File: src/rtl/uart_tx_mmio_if.sv
// CPU data-bus bundle for the memory-mapped UART transmitter.
// The CPU drives the request side; the peripheral returns registered read data.
interface uart_tx_mmio_if;
  logic        ram_cen;
  logic        ram_wen;
  logic [3:0]  ram_flag;
  logic [31:0] ram_addr;
  logic [31:0] ram_wdata;
  logic [31:0] ram_rdata;

  modport master (
    output ram_cen, ram_wen, ram_flag, ram_addr, ram_wdata,
    input  ram_rdata
  );

  modport slave (
    input  ram_cen, ram_wen, ram_flag, ram_addr, ram_wdata,
    output ram_rdata
  );
endinterface

File: src/rtl/uart_tx_mmio.sv
// Memory-mapped UART transmitter: TX FIFO, programmable baud divider, 8N1 framing.
// Optional parity bit is enabled at build time with the UART_TX_PARITY_EN macro.
//
// state    | meaning
// S_IDLE   | line high, waiting for a FIFO entry
// S_START  | start bit (low)
// S_DATA   | 8 data bits, LSB first
// S_PARITY | parity bit (UART_TX_PARITY_EN builds only)
// S_STOP   | stop bit (high)
module uart_tx_mmio #(
  parameter logic [31:0] BASE_ADDR  = 32'hE000_0000,
  parameter int          FIFO_DEPTH = 16,
  parameter logic [15:0] DIV_RESET  = 16'd433
) (
  input  logic          clk,
  input  logic          rst,
  uart_tx_mmio_if.slave bus,
  output logic          txd,
  output logic          tx_irq
);

  localparam int AW = $clog2(FIFO_DEPTH);
  localparam logic [AW:0] FULL_CNT = (AW+1)'(FIFO_DEPTH);

  typedef enum logic [2:0] {
    S_IDLE,
    S_START,
    S_DATA,
`ifdef UART_TX_PARITY_EN
    S_PARITY,
`endif
    S_STOP
  } state_t;

  state_t        state_q, state_d;
  logic [15:0]   timer_q, timer_d;
  logic [15:0]   reload_q, reload_d;
  logic [7:0]    shift_q, shift_d;
  logic [2:0]    bit_idx_q, bit_idx_d;
  logic          txd_q, txd_d;
  logic          irq_q, irq_d;
  logic [31:0]   rdata_q, rdata_d;
  logic [AW-1:0] wr_ptr_q, wr_ptr_d;
  logic [AW-1:0] rd_ptr_q, rd_ptr_d;
  logic [AW:0]   count_q, count_d;
  logic          ovf_q, ovf_d;
  logic [15:0]   div_q, div_d;
  logic          irq_en_q, irq_en_d;
`ifdef UART_TX_PARITY_EN
  logic          par_en_q, par_en_d;
  logic          par_odd_q, par_odd_d;
  logic          frame_par_q, frame_par_d;
  logic          par_bit_q, par_bit_d;
`endif

  logic [7:0] mem_q [FIFO_DEPTH];

  logic        win_hit, wr_en, rd_en;
  logic [3:0]  off;
  logic        push_req, push, pop, full, busy;
  logic [31:0] cnt_ext;
  logic        unused_bus;

  assign win_hit  = bus.ram_cen && (bus.ram_addr[31:4] == BASE_ADDR[31:4]);
  assign wr_en    = win_hit && bus.ram_wen;
  assign rd_en    = win_hit && !bus.ram_wen;
  assign off      = bus.ram_addr[3:0];
  assign push_req = wr_en && (off == 4'h4) && bus.ram_flag[0];
  assign full     = (count_q == FULL_CNT);
  assign push     = push_req && !full;
  assign busy     = (count_q != '0) || (state_q != S_IDLE);
  assign cnt_ext  = 32'(count_q);

  assign unused_bus = ^{bus.ram_wdata[31:16], bus.ram_flag[3:2]};

  // Register file: DIV, CTRL, sticky overflow, FIFO pointers, read mux.
  always_comb begin
    div_d    = div_q;
    irq_en_d = irq_en_q;
    ovf_d    = ovf_q;
    wr_ptr_d = wr_ptr_q;
    rd_ptr_d = rd_ptr_q;
    count_d  = count_q;
    rdata_d  = '0;
`ifdef UART_TX_PARITY_EN
    par_en_d  = par_en_q;
    par_odd_d = par_odd_q;
`endif

    if (wr_en && off == 4'h8) begin
      if (bus.ram_flag[0]) div_d[7:0]  = bus.ram_wdata[7:0];
      if (bus.ram_flag[1]) div_d[15:8] = bus.ram_wdata[15:8];
    end
    if (wr_en && off == 4'hC && bus.ram_flag[0]) begin
      irq_en_d = bus.ram_wdata[0];
`ifdef UART_TX_PARITY_EN
      par_en_d  = bus.ram_wdata[1];
      par_odd_d = bus.ram_wdata[2];
`endif
    end

    // A push into a full FIFO is lost even when a pop frees a slot this cycle.
    if (push_req && full)
      ovf_d = 1'b1;
    else if (wr_en && off == 4'h0 && bus.ram_flag[0] && bus.ram_wdata[2])
      ovf_d = 1'b0;

    if (push) wr_ptr_d = wr_ptr_q + 1'b1;
    if (pop)  rd_ptr_d = rd_ptr_q + 1'b1;
    case ({push, pop})
      2'b10:   count_d = count_q + 1'b1;
      2'b01:   count_d = count_q - 1'b1;
      default: count_d = count_q;
    endcase

    if (rd_en) begin
      case (off)
        4'h0:    rdata_d = {16'h0, cnt_ext[7:0], 5'b0, ovf_q, busy, full};
        4'h8:    rdata_d = {16'h0, div_q};
`ifdef UART_TX_PARITY_EN
        4'hC:    rdata_d = {29'h0, par_odd_q, par_en_q, irq_en_q};
`else
        4'hC:    rdata_d = {31'h0, irq_en_q};
`endif
        default: rdata_d = '0;
      endcase
    end
  end

  always_comb begin
    state_d   = state_q;
    timer_d   = timer_q;
    reload_d  = reload_q;
    shift_d   = shift_q;
    bit_idx_d = bit_idx_q;
    txd_d     = txd_q;
    pop       = 1'b0;
`ifdef UART_TX_PARITY_EN
    frame_par_d = frame_par_q;
    par_bit_d   = par_bit_q;
`endif

    case (state_q)
      S_IDLE: begin
        txd_d = 1'b1;
        if (count_q != '0) begin
          pop      = 1'b1;
          shift_d  = mem_q[rd_ptr_q];
          reload_d = div_q;
          timer_d  = div_q;
          txd_d    = 1'b0;
          state_d  = S_START;
`ifdef UART_TX_PARITY_EN
          frame_par_d = par_en_q;
          par_bit_d   = (^mem_q[rd_ptr_q]) ^ par_odd_q;
`endif
        end
      end
      S_START: begin
        if (timer_q == '0) begin
          timer_d   = reload_q;
          bit_idx_d = '0;
          txd_d     = shift_q[0];
          state_d   = S_DATA;
        end else begin
          timer_d = timer_q - 1'b1;
        end
      end
      S_DATA: begin
        if (timer_q == '0) begin
          timer_d = reload_q;
          if (bit_idx_q == 3'd7) begin
`ifdef UART_TX_PARITY_EN
            if (frame_par_q) begin
              txd_d   = par_bit_q;
              state_d = S_PARITY;
            end else begin
              txd_d   = 1'b1;
              state_d = S_STOP;
            end
`else
            txd_d   = 1'b1;
            state_d = S_STOP;
`endif
          end else begin
            // shift_q[0] is always the bit currently on the line
            bit_idx_d = bit_idx_q + 1'b1;
            shift_d   = {1'b0, shift_q[7:1]};
            txd_d     = shift_q[1];
          end
        end else begin
          timer_d = timer_q - 1'b1;
        end
      end
`ifdef UART_TX_PARITY_EN
      S_PARITY: begin
        if (timer_q == '0) begin
          timer_d = reload_q;
          txd_d   = 1'b1;
          state_d = S_STOP;
        end else begin
          timer_d = timer_q - 1'b1;
        end
      end
`endif
      S_STOP: begin
        if (timer_q == '0) begin
          state_d = S_IDLE;
        end else begin
          timer_d = timer_q - 1'b1;
        end
      end
      default: begin
        txd_d   = 1'b1;
        state_d = S_IDLE;
      end
    endcase

    irq_d = irq_en_q && (count_q == '0) && (state_q == S_IDLE);
  end

  always_ff @(posedge clk or posedge rst) begin
    if (rst) begin
      state_q   <= S_IDLE;
      timer_q   <= '0;
      reload_q  <= '0;
      shift_q   <= '0;
      bit_idx_q <= '0;
      txd_q     <= 1'b1;
      irq_q     <= 1'b0;
      rdata_q   <= '0;
      wr_ptr_q  <= '0;
      rd_ptr_q  <= '0;
      count_q   <= '0;
      ovf_q     <= 1'b0;
      div_q     <= DIV_RESET;
      irq_en_q  <= 1'b0;
`ifdef UART_TX_PARITY_EN
      par_en_q    <= 1'b0;
      par_odd_q   <= 1'b0;
      frame_par_q <= 1'b0;
      par_bit_q   <= 1'b0;
`endif
    end else begin
      state_q   <= state_d;
      timer_q   <= timer_d;
      reload_q  <= reload_d;
      shift_q   <= shift_d;
      bit_idx_q <= bit_idx_d;
      txd_q     <= txd_d;
      irq_q     <= irq_d;
      rdata_q   <= rdata_d;
      wr_ptr_q  <= wr_ptr_d;
      rd_ptr_q  <= rd_ptr_d;
      count_q   <= count_d;
      ovf_q     <= ovf_d;
      div_q     <= div_d;
      irq_en_q  <= irq_en_d;
`ifdef UART_TX_PARITY_EN
      par_en_q    <= par_en_d;
      par_odd_q   <= par_odd_d;
      frame_par_q <= frame_par_d;
      par_bit_q   <= par_bit_d;
`endif
    end
  end

  // Storage needs no reset; the pointers define which entries are live.
  always_ff @(posedge clk) begin
    if (push) mem_q[wr_ptr_q] <= bus.ram_wdata[7:0];
  end

  assign txd           = txd_q;
  assign tx_irq        = irq_q;
  assign bus.ram_rdata = rdata_q;

endmodule

File: src/flat_wrapper.sv
// flat-port wrapper written by rule: the top's interface ports become plain ports
module uart_tx_mmio_flat 
#(
  parameter logic [31:0] BASE_ADDR  = 32'hE000_0000,
  parameter int          FIFO_DEPTH = 16,
  parameter logic [15:0] DIV_RESET  = 16'd433
)
  (clk, rst, txd, tx_irq, bus_ram_cen, bus_ram_wen, bus_ram_flag, bus_ram_addr, bus_ram_wdata, bus_ram_rdata);
  uart_tx_mmio_if bus_i ();
  input  logic clk;
  input  logic rst;
  output logic txd;
  output logic tx_irq;
  input wire logic [$bits(bus_i.ram_cen)-1:0] bus_ram_cen;
  input wire logic [$bits(bus_i.ram_wen)-1:0] bus_ram_wen;
  input wire logic [$bits(bus_i.ram_flag)-1:0] bus_ram_flag;
  input wire logic [$bits(bus_i.ram_addr)-1:0] bus_ram_addr;
  input wire logic [$bits(bus_i.ram_wdata)-1:0] bus_ram_wdata;
  output wire logic [$bits(bus_i.ram_rdata)-1:0] bus_ram_rdata;
  assign bus_i.ram_cen = bus_ram_cen;
  assign bus_i.ram_wen = bus_ram_wen;
  assign bus_i.ram_flag = bus_ram_flag;
  assign bus_i.ram_addr = bus_ram_addr;
  assign bus_i.ram_wdata = bus_ram_wdata;
  assign bus_ram_rdata = bus_i.ram_rdata;
  uart_tx_mmio #(.BASE_ADDR(BASE_ADDR), .FIFO_DEPTH(FIFO_DEPTH), .DIV_RESET(DIV_RESET)) u_core (.clk(clk), .rst(rst), .bus(bus_i), .txd(txd), .tx_irq(tx_irq));
endmodule
File: config.mk
export PLATFORM = sky130hd
export DESIGN_NAME = uart_tx_mmio_flat
export DESIGN_NICKNAME = d
export VERILOG_FILES = /design/src/rtl/uart_tx_mmio_if.sv /design/src/rtl/uart_tx_mmio.sv /design/src/flat_wrapper.sv
export SDC_FILE = /design/constraint.sdc
export NUM_CORES = 1
export LEC_CHECK = 0
export CORE_ASPECT_RATIO = 0.6
export CORE_UTILIZATION = 60
export CTS_CLUSTER_DIAMETER = 60
export DETAILED_ROUTE_END_ITERATION = 12
export PLACE_DENSITY = 0.84
export SYNTH_ARGS = -nofsm -noshare
export SYNTH_HDL_FRONTEND = slang
export SYNTH_SLANG_ARGS = --single-unit
File: constraint.sdc
create_clock -name clk -period 8.5 [get_ports clk]
set_input_delay 1.7 -clock clk [delete_from_list [all_inputs] [get_ports clk]]
set_output_delay 1.7 -clock clk [all_outputs]
set_load 0.005 [all_outputs]
# ---- Word-level counts from Yosys, hierarchy flattened
# Memories as Yosys holds them, arrays and structs flattened.
# Cells that the tools add are included.
dict set report word_totals {
  regBits 111
  ramBits 128
  out_inout_bits 34
  wordCells 110
  memories 1
}
# memory words width read_ports rd_clocked_by_memory_dff wr line
set mem_list {}
lappend mem_list {u_core.mem_q 16 8 1 0 1 uart_tx_mmio.sv:56} ;# logic [7:0] mem_q [FIFO_DEPTH];
dict set report op_classes {
  add_sub_neg 6
  eq_ne 18
  muxes 31
  bitwise 1
  reduce_logical 38
}
# cell n
set ops {}
lappend ops {{$pmux W16 S3} 2}
lappend ops {{$mux W16} 3}
lappend ops {{$mux W32} 1}
lappend ops {{$eq A28 B28 Y1 const B} 1}
lappend ops {{$mux W8} 3}
lappend ops {{$mux W3} 7}
lappend ops {{$logic_not A16 Y1} 1}
lappend ops {{$pmux W8 S2} 1}
lappend ops {{$sub A16 B1 Y16 const B} 1}
lappend ops {{$logic_and A1 B1 Y1} 15}
lappend ops {{$pmux W3 S4} 1}
lappend ops {{$mux W1} 10}
lappend ops {{$ne A2 B1 Y1 const B} 5}
lappend ops {{$pmux W5 S2} 1}
lappend ops {{$add A4 B1 Y4 const B} 2}
lappend ops {{$eq A4 B4 Y1 const B} 2}
lappend ops {{$reduce_and A4 Y1} 2}
lappend ops {{$reduce_bool A2 Y1} 4}
lappend ops {{$eq A3 B2 Y1 const B} 2}
lappend ops {{$pmux W3 S2} 1}
lappend ops {{$reduce_and A2 Y1} 3}
lappend ops {{$reduce_and A3 Y1} 2}
lappend ops {{$reduce_bool A3 Y1} 2}
lappend ops {{$add A5 B1 Y5 const B} 1}
lappend ops {{other kinds (19)} 21}

# ---- Logic depth before layout (Yosys ltp)
# Gate-level depths: netlist (run 1).
dict set report depth {
  depth_word 8
  depth_mapped 14
  ltp_nobuf 12
}

# ---- Worst setup path before layout (run 1)
# Ideal clock, no wire load.
dict set report synth_timing {
  path_kind {input port to flip-flop}
  start {in bus_ram_addr[20]}
  end {reg u_core.count_q[4]}
  setup_ns 0.079
  arrival_time_ns 4.485
  t_required_ns 8.421
  path_slack_ns 3.936
  cell_stages 13
  path_buffers 1
  path_cell_list {nor4b_1 -> nand4_1 -> nor4bb_1 -> clkbuf_1 -> inv_1 -> ha_1 -> xor2_1 -> ha_1 -> or3b_2 -> a21oi_1 -> a21oi_1 -> o32ai_1 -> xor2_1}
}
dict set report synth_between {
  elab_chain_len 8
}
# item line
set synth_lines {}
lappend synth_lines {{start, declared} flat_wrapper.sv:17} ;# input wire logic [$bits(bus_i.ram_addr)-1:0] bus_ram_addr;
lappend synth_lines {{$eq A28 B28 Y1 *} uart_tx_mmio.sv:64} ;# assign win_hit = bus.ram_cen && (bus.ram_addr[31:4] == BASE_ADDR[31:4]);
lappend synth_lines {{$logic_and A1 B1 Y1 *} uart_tx_mmio.sv:64}
lappend synth_lines {{$logic_and A1 B1 Y1 *} uart_tx_mmio.sv:65} ;# assign wr_en = win_hit && bus.ram_wen;
lappend synth_lines {{$logic_and A1 B1 Y1 * (2 in a row)} uart_tx_mmio.sv:68} ;# assign push_req = wr_en && (off == 4'h4) && bus.ram_flag[0];
lappend synth_lines {{$logic_and A1 B1 Y1 *} uart_tx_mmio.sv:70} ;# assign push = push_req && !full;
lappend synth_lines {{$eq A2 B1 Y1 or $eq A2 B2 Y1 (tied branches)} uart_tx_mmio.sv:110} ;# case ({push, pop})
lappend synth_lines {{$pmux W5 S2 or $reduce_bool A2 Y1 (tied branches)} --}
lappend synth_lines {{end signal, assigned} uart_tx_mmio.sv:255} ;# count_q <= count_d;
lappend synth_lines {{end, declared} uart_tx_mmio.sv:45} ;# logic [AW:0] count_q, count_d;
# Mark *: on every way between the ends. The rest lies on a longest branch, timed or not.
# A chain may end at the register's enable or synchronous reset.

# ---- Worst setup path after layout (run 1)
dict set report layout_timing {
  start {in bus_ram_addr[4]}
  end {reg u_core.count_q[4]}
}
# The elaborated chain is that of the path after synthesis.

==> summary.txt, run 1 <==
Outcome
  • Outcome: finished, final reports clean

GRT
  • Layer with the highest usage: met2
  • M1 GR Usage: 0.405
  • Total global-route track usage: 0.286
  • Grt total ovfl: 0
  • Initial antenna violation count: 0
  • M3 GR Usage: 0.0809
  • Vias in the first global route: 6510
  • Largest net degree at the start of global routing: 77
  • First-pass GRT wire length: 36.3 mm
  • Met2 Use GR: 0.445

Critical path
  • Crit path cell chain: clkdlybuf4s50_1 -> nor4_1 -> nand4_1 -> nor4bb_1 -> buf_4 -> inv_1 -> ha_1 -> xor2_1 -> ha_1 -> or3b_2 -> a21oi_1 -> a21oi_1 -> o32ai_1 -> xor2_1
  • R2R Path Start: u_core.count_q[1]$_DFFE_PP0P_
  • Critical path startpoint: bus_ram_addr[4]
  • Worst-path fanout max: 9
  • Data required, critical path: between 8000 and 9000 ps
  • Reg2Reg Depth: 12
  • Crit end category: flip-flop
  • Reg-to-Reg End: u_core.count_q[4]$_DFFE_PP0P_
  • Startpoint class of the critical path: primary input
  • Crit Path Class: primary input to flip-flop
  • Flop-to-flop setup slack: 4400 ps
  • Critical-path top delay cell: or3b_2
  • Critical path's largest stage delay: roughly 450 ps
  • Critical Path AT: between 5000 and 6000 ps

STA
  • Fin Clk Skew: 13.6 ps
  • Period utilization: 0.560
  • Relative slew margins: 0.0817
  • Post-route setup TNS: 0 ps
  • Endpoints failing setup: 0
  • Max-slew violation count: 0
  • Fin crit period: between 4000 and 5000 ps
  • Fin. Hold Viols: 0
  • Max Freq: ~210 MHz
  • RSZ-0062 raised after global routing: false
  • Worst Max-Slew Pin Slew: roughly 1400 ps

Routing
  • Residual DRC: 0
  • Vias per inst: 6.29
  • Routed WL per cell: about 23 µm
  • Vias: between 6000 and 7000
  • Post-DRT Antenna Nets: 0
  • Final wirelength: between 20 and 25 mm
  • DRC violation total after the first TritonRoute iteration: ~750
  • First drt pass iteration count: 5

Final layout
  • # diodes: 0
  • Layout cells sized above 1: 0.153
  • Final Util: 0.704
  • Nets: slightly below 900
  • Area growth from synthesis to layout: 14.8%

Yosys
  • Seq/Total Area, Yosys: 0.622
  • Post-synth EDFFs: about 130
  • Share of Yosys cell area claimed by the top area cell type: 0.385
  • FF+latch count, synth: between 200 and 250
  • Yosys top cell by area: edfxtp_1
  • Synth cell types: 65
  • Adder-Cell Fraction of Synth Area: 0.0201
  • Ys flop type: edfxtp_1
  • Syn Area/Cell: roughly 14 µm²
  • Syn Inst Count: around 730
  • Post-Synth Simple-Gate Area: 0.107
  • Mapped cell area: ~0.01 mm²
  • XOR/XNOR share of the synthesized area: 0.0167
  • Most numerous cell in the Yosys netlist: edfxtp_1
  • Post-synthesis async set-or-reset flop share: 0.423
  • Ys Warns: 0
  • Post-synth top cells: edfxtp_1 (128), dfrtp_1 (88), nand2_1 (85), nor2_1 (42), mux4_2 (32)
  • Mux cell area share after synthesis: 0.121
  • Main combinational cell family by area after synthesis: multiplexers
  • Synth area leaders: edfxtp_1 (39%), dfrtp_1 (22%), mux4_2 (7.2%)
  • Synth Area in Compound Gates: 0.0763

Hold path
  • Hold Path Sink: u_core.reload_q[12]$_DFFE_PP0P_
  • Hold path depth: 2
  • Min-delay worst type: flip-flop to flip-flop
  • Hold_sp: u_core.reload_q[12]$_DFFE_PP0P_

Die
  • Initial Util: 0.613
  • Die Ht: a little over 100 µm
  • Core Rows: 36
  • IO Count: roughly 110
  • Core area: 0.0163 mm²
  • Total die area: about 0.017 mm²
  • Die Span X: 168 µm

Clocking
  • CTS tree: done
  • # resized after CTS: 0
  • CTS Root Cell: clkbuf_16
  • Clk buf depth: 3
  • # clock sinks: approximately 220
  • Max H-tree Level: 1
  • Skew-Pair Late Insertion Delay: roughly 500 ps
  • Cts hold-fix bufs: 0
  • Total CTS buffers: 20
  • Number of setup buffers added after CTS: 0
  • Clock-pin transition on the worst setup and hold timing paths: approximately 70 ps

Placement
  • GP Congestion: ~0.95
  • IO Port Bufs: around 70
  • DP HPWL: 15.8 mm

Power and ir drop
  • Cell Pwr Density: between 150 and 200 mW/mm²
  • Lkg Pwr: roughly 4.4 nW
  • IR drop worst, VDD: between 100 and 150 µV

Job
  • Max_cap viols: 0
==> logic make-up after synthesis <==
logic type / after synthesis
buf+inv: 76
fa+ha+maj: 16
xor+xnor: 19
other cells: 1
mux: 76
flops: 222
simple gates: 214
compound gates: 107
==> layout by cell type, fill, tap and decap left out, drive strengths merged, types with 8 or more instances in the layout <==
cell	Yosys	layout
edfxtp	128	128
dfrtp	88	88
nand2	86	86
clkdlybuf4s50	0	71
nor2	42	42
mux4	32	32
mux2	31	31
o21ai	28	28
clkbuf	27	27
inv	21	20
ha	16	16
conb	1	16
a21oi	16	16
nor3	14	14
mux2i	13	13
nor4	13	13
and2	12	12
buf	28	12
xnor2	11	11
o22ai	11	11
xor2	8	8
a22oi	8	8
==> power by group <==
part	total (mW)	leakage [nW]	internal [mW]	switching, mW
registers	1.16	2.42	1.15	0.00858
logic	0.0641	1.73	0.0320	0.0321
clock network	0.853	0.292	0.475	0.378
total	2.08	4.44	1.66	0.419
==> per-stage QoR <==
stage	worst slack (ps)	area (µm²)	std cells	hold WS [ps]	total power [mW]
5_1_grt	3520	11400	1037	498	2.13
3_3_place_gp	3420	10800	1002	456	1.24
6_report	3740	11400	1037	482	2.08
3_5_place_dp	3250	10800	1002	459	1.25
2_1_floorplan	3940	10000	746	440	1.21
4_1_cts	3760	11400	1037	474	2.08
==> worst max-delay path by stage <==
| stage | endpoint | depth (start not counted) |
|---|---|---|
| after floorplan | u_core.count_q[4]$_DFFE_PP0P_ | 13 |
| after global placement | u_core.count_q[4]$_DFFE_PP0P_ | 14 |
| after detailed placement | u_core.count_q[4]$_DFFE_PP0P_ | 14 |
| after CTS | u_core.count_q[4]$_DFFE_PP0P_ | 14 |
| after global routing | u_core.count_q[4]$_DFFE_PP0P_ | 14 |
| final | u_core.count_q[4]$_DFFE_PP0P_ | 14 |
==> final cells by class <==
cell class                 instances  area [µm²]
sequential                       222        6200
timing repair buffer              83         801
inverter                          21        80.1
clock buffer                      27         537
tap                              228         285
multi-input combinational        448        3470
clock inverter                     8        71.3
fill                            1006        4810
==> sequential cells by signal, summed over array words and instances (netlist names) <==
signal,cells
u_core.timer_q,16
u_core.count_q,5
u_core.shift_q,8
u_core.state_q,2
u_core.reload_q,16
u_core.rd_ptr_q,4
u_core.mem_q,128
u_core.irq_en_q,1
u_core.bus.ram_rdata,16
u_core.bit_idx_q,3
u_core.tx_irq,1
u_core.txd,1
u_core.ovf_q,1
u_core.div_q,16
u_core.wr_ptr_q,4
==> critical path: cells and delay by family <==
family	cells	cell delay (ps)
AO/OA/AOI/OAI	3	520
AND/OR/NAND/NOR	4	1400
adder cells (fa/ha/maj)	2	500
XOR/XNOR	2	350
buffers and inverters	3	720
==> routing by layer <==
metal | vias up | share of wire
li1 | 2832 | -
met1 | 3265 | 0.41
met2 | 388 | 0.46
met3 | 40 | 0.11
met4 | 0 | 0.018
met5 | - | 0
Note: power is estimated with default switching activity, not from simulation.
==> inputs of run 2 (changes only) <==
--- a/config.mk
+++ b/config.mk
@@ -6,10 +6,10 @@
 export NUM_CORES = 1
 export LEC_CHECK = 0
 export CORE_ASPECT_RATIO = 0.6
-export CORE_UTILIZATION = 60
+export CORE_UTILIZATION = 57
 export CTS_CLUSTER_DIAMETER = 60
 export DETAILED_ROUTE_END_ITERATION = 12
-export PLACE_DENSITY = 0.84
+export PLACE_DENSITY = 0.8
 export SYNTH_ARGS = -nofsm -noshare
 export SYNTH_HDL_FRONTEND = slang
 export SYNTH_SLANG_ARGS = --single-unit
==> constraint.sdc (replaced) <==
create_clock -name clk -period 4.65 [get_ports clk]
set_input_delay 0.93 -clock clk [delete_from_list [all_inputs] [get_ports clk]]
set_output_delay 0.93 -clock clk [all_outputs]
set_load 0.005 [all_outputs]
==> run 2 against run 1 <==
Sequential cell count is the same; critical path type unchanged; critical endpoint unchanged; power rose by 97%; highest routed layer unchanged; sequential share of layout area is 0.75 points lower.
==> summary.txt, run 2 (synthesis gave the netlist of run 1 again) <==
GRT
  • Total global-route track usage: 0.263 (-0.0225)
  • Initial antenna violation count: 0 (unchanged)
  • First-pass GRT wire length: 36.4 mm (+0.15%)
  • Grt total ovfl: 0 (unchanged)
  • Vias in the first global route: 6606 (+1.5%)
  • Largest net degree at the start of global routing: 59 (-23%)

Routing
  • Final wirelength: 23.1 mm (-1.0%)
  • Vias: 6588 (+0.97%)
  • Residual DRC: 0 (unchanged)
  • First drt pass iteration count: 5 (unchanged)
  • Vias per inst: 6.28 (-0.19%)
  • Routed WL per cell: 22.0 µm (-2.2%)
  • DRC violation total after the first TritonRoute iteration: 705 (-5.9%)
  • Post-DRT Antenna Nets: 0 (unchanged)

Hold path
  • Hold_sp: u_core.reload_q[13]$_DFFE_PP0P_
  • Min-delay worst type: flip-flop to flip-flop

Critical path
  • Data required, critical path: 5090 ps (-3830 ps)
  • R2R Path Start: u_core.state_q[0]$_DFFE_PP0P_
  • Delay-heaviest family, CP: simple AND/OR/NAND/NOR gates
  • Critical path startpoint: bus_ram_addr[17]
  • Crit Path Class: primary input to flip-flop
  • Worst-path fanout max: 5 (-4)
  • Crit end category: flip-flop
  • Critical-path top delay cell: nor4bb_1
  • Critical Path AT: 4470 ps (-710 ps)
  • CP Buf/Inv Count: 2 (-1)
  • Startpoint class of the critical path: primary input
  • Crit path cell chain: clkdlybuf4s50_1 -> nor4_1 -> nand4_1 -> nor4bb_1 -> inv_1 -> ha_1 -> xor2_1 -> ha_1 -> or3b_2 -> a21oi_1 -> a21oi_1 -> o32ai_1 -> xor2_1
  • Critical path's largest stage delay: 530 ps (+80 ps)

STA
  • Max Freq: 248 MHz
  • Fin crit period: just over 4000 ps
  • Period utilization: 0.867
  • RSZ-0062 raised after global routing: false
  • Post-route setup TNS: 0 ps (unchanged)
  • Worst Max-Slew Pin Slew: 1380 ps (+11.2 ps)
  • Fin Clk Skew: 19.6 ps (+6.08 ps)
  • Hold slack: 479 ps (-2.55 ps)
  • Max-slew violation count: 0 (unchanged)
  • Fin. Hold Viols: 0 (unchanged)
  • Relative slew margins: 0.0826 (+0.000937)
  • Endpoints failing setup: 0 (unchanged)

Power and ir drop
  • Internal power: 3.25 mW (+96%)
  • Comb pwr share: 0.029 (-0.002)
  • Switching share of power: 0.208 (+0.00621)
  • NetSw: 0.851 mW (+100%)
  • Total power: 4.10 mW (+97%)
  • Sequential cell fraction of total power: 0.518 (-0.041)
  • Clock power share: 0.453 (+0.043)
  • IR drop worst, VDD: 281 µV (+130%)
  • Lkg Pwr: 4.53 nW (+1.9%)
  • Cell Pwr Density: 353 mW/mm² (+94%)

Final layout
  • Final Util: 0.678 (-0.0263)
  • Layout Cells excl Fill: 1049 (+1.2%)
  • Nets: 888 (+0.45%)
  • Largest register by flop count: u_core.mem_q
  • # diodes: 0 (unchanged)
  • Area growth from synthesis to layout: 16.4%
  • Number of fill cells in the layout: 1108 (+10%)
  • Commonest non-fill, non-tap cell in the layout: edfxtp_1
  • Max reg flops: 128 (unchanged)
  • Layout cells sized above 1: 0.168 (+0.0148)
  • Most frequent cells in the layout: edfxtp_1 (128), dfrtp_1 (87), nand2_1 (85)

Placement
  • Inst Count DP: 1011 (+0.90%)
  • GP Congestion: 0.942 (-0.69%)
  • IO Port Bufs: 71 (unchanged)
  • DP HPWL: 15.4 mm (-2.4%)

Die
  • Initial Util: 0.582 (-0.0311)
  • Core Rows: 37 (+2.8%)
  • Die Span X: 173 µm (+2.6%)
  • IO Count: 106 (unchanged)
  • Core area: 0.0171 mm² (+5.3%)
  • Die Ht: 104 µm (+2.5%)
  • Total die area: 0.0180 mm² (+5.2%)

Clocking
  • Clock-pin transition on the worst setup and hold timing paths: 70 ps (about the same)
  • # clock sinks: 222 (unchanged)
  • Skew-Pair Late Insertion Delay: 520 ps (+20 ps)
  • Number of setup buffers added after CTS: 0 (unchanged)
  • CTS tree: done
  • # resized after CTS: 0 (unchanged)
  • Total CTS buffers: 21 (+5.0%)
  • Clk buf depth: 3 (unchanged)
  • CTS Root Cell: clkbuf_16
  • Max H-tree Level: 1 (unchanged)
  • Cts hold-fix bufs: 0 (unchanged)

Job
  • Max_cap viols: 0 (unchanged)

Outcome
  • Outcome: finished, final reports clean
[run 2: changes by cell type in the layout (fill, tap and decap cells not counted), sizes merged]
cell | before | now
clkbuf | 27 | 23
buf | 12 | 15
bufinv | 1 | 4
clkinvlp | 1 | 2
inv | 20 | 23
[run 2: worst reg2reg max path, stage by stage, from the launching register on]
cell and delay [ps]:
dfrtp_1 390, inv_1 80, ha_1 320, inv_1 500
nor3_1 130, buf_4 210, a21oi_1 1040, o21ai_0 280
a32o_1 290
[run 2: area by class of cell]
cell class | instances | area (µm²) | area share
Multi-Input combinational cell | 448 | 3460 | 0.298
Timing Repair Buffer | 86 | 823 | 0.0709
Tap cell | 234 | 293 | 0.0252
Inverter | 21 | 80.1 | 0.00690
Sequential cell | 222 | 6200 | 0.535
Clock inverter | 15 | 199 | 0.0171
Clock buffer | 23 | 543 | 0.0468
[run 2: final timing paths]
path | endpoint | slack (ps) | depth (start not counted)
min in group asynchronous | u_core.bus.ram_rdata[8]$_DFF_PP0_ | 940 | 2
setup / recovery | u_core.count_q[4]$_DFFE_PP0P_ | 620 | 13
hold / removal | u_core.reload_q[13]$_DFFE_PP0P_ | 480 | 2
max in group asynchronous | u_core.div_q[7]$_DFFE_PP1P_ | 2800 | 3
setup reg to reg | u_core.timer_q[6]$_DFFE_PP0P_ | 1310 | 8
hold reg to reg | u_core.reload_q[13]$_DFFE_PP0P_ | 480 | 2
[run 2: metrics by stage]
step	instance area, µm²	setup slack (ps)
finish	11600	617
global route	11600	402
CTS	11600	692
detailed placement	10900	218
global placement	10900	397
floorplan	10000	856
[run 2: layer usage]
metal	vias to the layer above	global-route usage	wire length, µm
met4	0	0.0695	507
met5	-	0	0
met2	397	0.383	10200
met3	64	0.0731	2600
li1	2833	-	-
met1	3294	0.392	9810
[run 2: power groups by stage]
stage | sequential [mW] | clock (mW) | combinational (mW)
floorplan | 2.16 | 0 | 0.0530
global placement | 2.16 | 0 | 0.113
detailed placement | 2.16 | 0 | 0.121
CTS | 2.12 | 1.86 | 0.121
global route | 2.13 | 1.93 | 0.131
finish | 2.12 | 1.86 | 0.119
